[config.mk]
export PLATFORM = sky130hd
export DESIGN_NAME = hazard_mdu
export DESIGN_NICKNAME = d
export VERILOG_FILES = /design/src/rtl/hazard_mdu.sv
export SDC_FILE = /design/constraint.sdc
export NUM_CORES = 1
export LEC_CHECK = 0
export BUFFER_PORTS_ARGS = -buffer_cell sky130_fd_sc_hd__buf_2
export CAP_MARGIN = 0
export CORE_UTILIZATION = 36
export DETAILED_ROUTE_END_ITERATION = 8
export PLACE_DENSITY = 0.78
export SETUP_SLACK_MARGIN = 0.1
export SKIP_CTS_REPAIR_TIMING = 1
export SYNTH_ARGS = -nofsm -noshare
export SYNTH_HDL_FRONTEND = slang
export SYNTH_SLANG_ARGS = --single-unit
[constraint.sdc]
create_clock -name clk -period 1.56 [get_ports clk]
set_clock_uncertainty 0.15 [all_clocks]
set_input_delay 0 -clock clk [delete_from_list [all_inputs] [get_ports clk]]
set_output_delay 0 -clock clk [all_outputs]
set_load 0.02 [all_outputs]
[src/rtl/hazard_mdu.sv]
// rtl/hazard_mdu.sv - MIPS hazard unit with forwarding, stalls and a multiply/divide busy tracker.
// Optional HAZARD_PERF_EN builds saturating stall performance counters.
module hazard_mdu #(
    parameter int REG_AW  = 5,
    parameter int MUL_LAT = 4,
    parameter int DIV_LAT = 32
) (
    input  logic              clk,
    input  logic              reset,
    input  logic [REG_AW-1:0] rsD,
    input  logic [REG_AW-1:0] rtD,
    input  logic [REG_AW-1:0] rsE,
    input  logic [REG_AW-1:0] rtE,
    input  logic [REG_AW-1:0] WriteRegE,
    input  logic [REG_AW-1:0] WriteRegM,
    input  logic [REG_AW-1:0] WriteRegW,
    input  logic              RegWriteE,
    input  logic              RegWriteM,
    input  logic              RegWriteW,
    input  logic              MemtoRegE,
    input  logic              MemtoRegM,
    input  logic              BranchD,
    input  logic              bneD,
    input  logic              jrD,
    input  logic              mdStartD,
    input  logic              mfhiloD,
    input  logic              mdStartE,
    input  logic              mdOpE,
    output logic              ForwardAD,
    output logic              ForwardBD,
    output logic [1:0]        ForwardAE,
    output logic [1:0]        ForwardBE,
    output logic              StallF,
    output logic              StallD,
    output logic              FlushE,
    output logic              mdBusy,
    output logic              mdDone,
    output logic [31:0]       stallCount,
    output logic [31:0]       mdStallCount
);

    localparam int MAX_LAT = (MUL_LAT > DIV_LAT) ? MUL_LAT : DIV_LAT;
    localparam int CW      = $clog2(MAX_LAT) + 1;
    localparam logic [CW-1:0] MUL_LOAD = CW'(MUL_LAT - 1);
    localparam logic [CW-1:0] DIV_LOAD = CW'(DIV_LAT - 1);

    typedef enum logic {IDLE, BUSY} md_state_t;

    md_state_t     state, state_nx;
    logic [CW-1:0] count, count_nx;
    logic          done_nx;
    logic          load_stall, branch_stall, jr_stall, md_stall;

    // Specifier 0 is hardwired zero, so it never forms a dependency.
    function automatic logic hit(input logic [REG_AW-1:0] dst, input logic [REG_AW-1:0] src);
        return (src != '0) && (src == dst);
    endfunction

    function automatic logic [1:0] fwd_sel(input logic [REG_AW-1:0] src);
        if (RegWriteM && hit(WriteRegM, src))
            return 2'b10;
        else if (RegWriteW && hit(WriteRegW, src))
            return 2'b01;
        else
            return 2'b00;
    endfunction

    assign ForwardAE = fwd_sel(rsE);
    assign ForwardBE = fwd_sel(rtE);
    assign ForwardAD = RegWriteM && hit(WriteRegM, rsD);
    assign ForwardBD = RegWriteM && hit(WriteRegM, rtD);

    assign load_stall   = MemtoRegE && RegWriteE && (hit(WriteRegE, rsD) || hit(WriteRegE, rtD));
    assign branch_stall = (BranchD || bneD) &&
                          ((RegWriteE && (hit(WriteRegE, rsD) || hit(WriteRegE, rtD))) ||
                           (MemtoRegM && (hit(WriteRegM, rsD) || hit(WriteRegM, rtD))));
    assign jr_stall     = jrD && ((RegWriteE && hit(WriteRegE, rsD)) ||
                                  (MemtoRegM && hit(WriteRegM, rsD)));
    assign md_stall     = (mdStartD || mfhiloD) &&
                          (mdStartE || ((state == BUSY) && (count != '0)));

    assign FlushE = load_stall || branch_stall || jr_stall || md_stall;
    assign StallD = FlushE;
    assign StallF = StallD;
    assign mdBusy = (state == BUSY) || mdStartE;

    always_comb begin
        state_nx = state;
        count_nx = count;
        done_nx  = 1'b0;
        case (state)
            IDLE: begin
                if (mdStartE) begin
                    state_nx = BUSY;
                    count_nx = mdOpE ? DIV_LOAD : MUL_LOAD;
                end
            end
            BUSY: begin
                if (count != '0) begin
                    count_nx = count - CW'(1);
                end else begin
                    done_nx = 1'b1;
                    // A start landing on the completing cycle chains straight into the next op.
                    if (mdStartE)
                        count_nx = mdOpE ? DIV_LOAD : MUL_LOAD;
                    else
                        state_nx = IDLE;
                end
            end
            default: state_nx = IDLE;
        endcase
    end

    always_ff @(posedge clk or negedge reset) begin
        if (!reset) begin
            state  <= IDLE;
            count  <= '0;
            mdDone <= 1'b0;
        end else begin
            state  <= state_nx;
            count  <= count_nx;
            mdDone <= done_nx;
        end
    end

`ifdef HAZARD_PERF_EN
    logic [31:0] stall_cnt, md_stall_cnt;

    always_ff @(posedge clk or negedge reset) begin
        if (!reset) begin
            stall_cnt    <= '0;
            md_stall_cnt <= '0;
        end else begin
            if (FlushE && (stall_cnt != '1))
                stall_cnt <= stall_cnt + 32'd1;
            if (md_stall && (md_stall_cnt != '1))
                md_stall_cnt <= md_stall_cnt + 32'd1;
        end
    end

    assign stallCount   = stall_cnt;
    assign mdStallCount = md_stall_cnt;
`else
    assign stallCount   = '0;
    assign mdStallCount = '0;
`endif

endmodule

Yosys cells after proc, flatten, opt, wreduce, memory -nomap -nowiden
Index checks and enable logic that the tools add are counted.
Storage, ports and cells
  input port bits: 49
  output and inout bits: 75
  register bits: 8
Operators by class
  add/subtract/negate cells: 1
  equal/unequal tests: 8
  reduce and logical (&&, ||, !) cells: 40
  muxes and demuxes: 13
  bitwise logic cells: 1
Operator list (number)
  == test 5 bit: 8
  logical AND 1 bit: 24
  nonzero test 5 bit: 4
  two-way mux 6 bit: 2
  one-hot mux 6 bit (2 select lines): 1
  logical OR 1 bit: 11
  two-way mux 1 bit: 6
  nonzero test 6 bit: 1
  subtractor 6 x 1 -> 6 bit, second input constant: 1
  two-way mux 5 bit: 1
  two-way mux 2 bit: 2
  one-hot mux 1 bit (2 select lines): 1
  NOT 1 bit: 1

Logic depth before layout (Yosys ltp)
  word-level depth: 9
  mapped depth: 8
  mapped depth without buffers: 6

Worst setup path after synthesis
Ideal clock, no wire load.
  path type: reg-to-output
  start: register count[0]
  end: output port StallD
  path slack: -412 ps
  buffers on the path: 2
  data arrival time: 1822 ps
  cell stages (with the launch flop): 9
  path through: dfrtp_1 inv_1 ha_1 a31oi_4 or2_2 buf_6 o21ai_0 nand4_1 buf_4
On the way
  longest elaborated chain between the ends: 5
Ends and longest elaborated chain
  start, declared: line 50  | logic [CW-1:0] count, count_nx;
  start signal, assigned: line 121  | count <= count_nx;
  nonzero test 6 bit: line 80  | (mdStartE || ((state == BUSY) && (count != '0)));
  logical AND 1 bit: line 80
  logical OR 1 bit: line 80
  logical AND 1 bit: line 79  | assign md_stall = (mdStartD || mfhiloD) &&
  logical OR 1 bit: line 82  | assign FlushE = load_stall || branch_stall || jr_stall || md_stall;
  end, declared: line 34  | output logic StallD,
No other way between the ends.

Worst setup path in the final report
  start: register count[4]
  end: output port StallF
On the way
  longest elaborated chain between the ends: 5
Ends and longest elaborated chain
  nonzero test 6 bit: line 80
  logical AND 1 bit: line 80
  logical OR 1 bit: line 80
  logical AND 1 bit: line 79
  logical OR 1 bit: line 82
  end, declared: line 33  | output logic StallF,
No other way between the ends.

==> flow_summary.json <==
{
  "outcome": "complete, but fails checks",
  "violations": "setup timing",
  "drtIter0Drc": 50,
  "cts.htree.levels": 1,
  "root_buffer": "clkbuf_8",
  "tns_ns": -1.111,
  "fill_cells": 377,
  "synth_top_area_cell": "buf_4",
  "setup-violations-final": 8,
  "diodes": 0,
  "cts_tree": "done",
  "synth.area.top_cells": "buf_4 33%, xnor2_1 17%, dfrtp_1 13%",
  "grt_pass1_wl_mm": 4.864,
  "synth-seq-cells": 8,
  "power.leakage_nw": 0.9870,
  "core-area_mm2": 0.004029,
  "finalNonFillerCells": 321,
  "avgSynthCellArea_um2": 8.100,
  "path_buf_inv": 1,
  "slowest_delay_ns": 0.38,
  "areaGrowthSynthToFinish_pct": 34.18,
  "synthFlopType": "dfrtp_1",
  "min_period_ns": 1.854,
  "fin_ws_ns": -0.2941,
  "synth_edf_count": 0,
  "port_buffers": 59,
  "syn_area_mm2": 0.001523,
  "ys_warn_count": 0,
  "gp_congestion": 0.8036,
  "antenna_found_initial": 0,
  "fp.dieH_um": 67.04,
  "synthArstFlopShare": 1.000,
  "swShare": 0.4368,
  "die_w_um": 67.04,
  "yosysUniqueCellTypes": 33,
  "cpMaxStageDelayCell": "dfrtp_1",
  "crit_arrival_ns": 1.70,
  "synth_top_family_by_area": "buffers and inverters",
  "r2r-end": "count[3]",
  "die_area_mm2": 0.004494,
  "pre_cts_slack_ns": -0.06366,
  "sequentialPowerShare": 0.213,
  "synth_mux_area_frac": 0,
  "setup.worst_path.end": "StallF",
  "dpl.hpwl_mm": 2.843,
  "synth_xor_xnor_area_share": 0.2301,
  "crit_path_start": "count[4]",
  "clk_pin_slew_ns": 0.04,
  "cp-start-kind": "flop",
  "path_class": "flop to primary output",
  "grt_max_degree": 9,
  "clock_path_buffers": 2,
  "cts.sinks": 8,
  "rrSetupSlack_ns": -0.09,
  "via_per_inst": 4.259,
  "grt_pass1_vias": 1134,
  "seq_area_frac_synth": 0.1315,
  "multi_input_area_mm2": 0.001151,
  "firstDrtPassIters": 4,
  "endpoint_kind": "primary output",
  "synth_top_area_frac": 0.3254,
  "cp_data_required_time_ns": 1.41,
  "seqCellArea_um2": 200.2,
  "routedWlPerCell_um": 11.32,
  "critPathTopFamily": "simple AND/OR/NAND/NOR gates",
  "io_pins": 124,
  "clock_latency_ns": 0.23,
  "synth-simple-area-share": 0.1857,
  "place_area_mm2": 0.001765,
  "dp_cells": 309,
  "final-hold-violation-count": 0,
  "track_usage": 0.1422,
  "final_area_mm2": 0.002043,
  "slew_viol_final": 0,
  "max_freq_mhz": 539.4,
  "ant_nets": 0,
  "synth_fa_ha_area_frac": 0.01643,
  "p_int_mw": 0.9412,
  "min_path_type": "primary input to asynchronous set/reset pin",
  "net-switching-power_mw": 0.7299,
  "cts_buffers": 3,
  "max-cap-violations": 0,
  "clock_power_share": 0.148,
  "route.detailed.drc": 0,
  "syn_inst": 188,
  "combPwrFrac": 0.639,
  "drive_above_1_share": 0.4354,
  "period_share": 1.189,
  "synthTopCellsByCount": "66 x buf_4, 30 x xnor2_1, 10 x xor2_1",
  "num_rows": 23,
  "rsz0062_at_grt": "true",
  "power_density_mw_per_mm2": 817.9,
  "vdd_ir_drop_max_mv": 0.3413,
  "cp_cell_sequence": "nor2_2 > a31oi_4 > or2_4 > o21ai_2 > nand4_1 > buf_4",
  "crit_fanout": 4,
  "wl_mm": 3.634,
  "path_depth": 6,
  "nets": 324,
  "rr_worst_depth": 6,
  "synth-compound-area-share": 0.08381,
  "initial_core_util": 0.3780,
  "grt_overflow": 0,
  "hold_ws_ns": 0.002023,
  "regToRegStartpoint": "count[4]",
  "yosysMostFrequentCell": "buf_4",
  "vias": 1367
}
==> kinds of logic after synthesis <==
logic type | after synthesis
AOI/OAI and AO/OA | 15
DFF | 8
buffers and inverters | 74
and+or+nand+nor | 48
other | 1
adders and majority gates | 2
xor gates and xnor gates | 40
==> per-stage QoR <==
step | util | total power, mW
floorplan | - | 1.001
global placement | 0.4382 | 1.187
detailed placement | 0.4382 | 1.218
CTS | 0.4484 | 1.476
global route | 0.5071 | 1.795
finish | 0.5071 | 1.671
==> flip-flops by register name, summed over array words and instances, names as in the netlist <==
signal / cells
state: 1
mdDone: 1
count: 6
==> how the worst min path moves through the flow <==
stage | start | endpoint | slack [ns]
floorplan | reset | count[0] | -0.45
global placement | reset | count[2] | -0.30
detailed placement | reset | count[2] | -0.30
CTS | reset | count[2] | -0.55
global route | reset | count[0] | 0.02
finish | reset | count[2] | 0.002
==> metal layers <==
metal,wire (um),up-vias,GRT usage,share of wire
li1,-,670,-,-
met4,17,0,0.03457,0.0047
met5,0,-,0,0
met3,270,2,0.03596,0.074
met1,1435,614,0.1660,0.39
met2,1911,81,0.2538,0.53
==> cells in the final DEF (no fill, tap or decap), types with 2 or more instances in the layout <==
cell           count
dlygate4sd3_1      2
nand2b_1           2
nor2_2             4
nor4_2             2
conb_1            64
nor2_1             3
xnor2_1           30
nand4_1            7
or4_4              4
a311oi_1           3
dfrtp_1            8
buf_6              6
a21oi_2            3
nor2_4             3
nor4_4             2
xor2_1            10
nand3_1            3
nor3_4             2
nand2_1            5
inv_2              2
clkbuf_8           3
buf_2             49
buf_8              2
inv_1              2
nor3b_1            2
buf_4             28
nor4_1             3
a21oi_1            2
==> cell type report <==
type | count | share of cell area
timing repair buffer | 87 | 0.2805
inverter | 4 | 0.007348
clock buffer | 3 | 0.02021
tap | 50 | 0.03062
multi-input combinational | 169 | 0.5634
sequential | 8 | 0.09798
==> power by group through the flow <==
stage	Sequential [mW]	Clock [mW]	Combinational (mW)
final	0.357	0.247	1.07
after global routing	0.363	0.276	1.16
after CTS	0.338	0.255	0.883
after detailed placement	0.339	0	0.879
after global placement	0.337	0	0.851
after floorplan	0.356	0	0.645
Power figures use the tool's default switching activity.
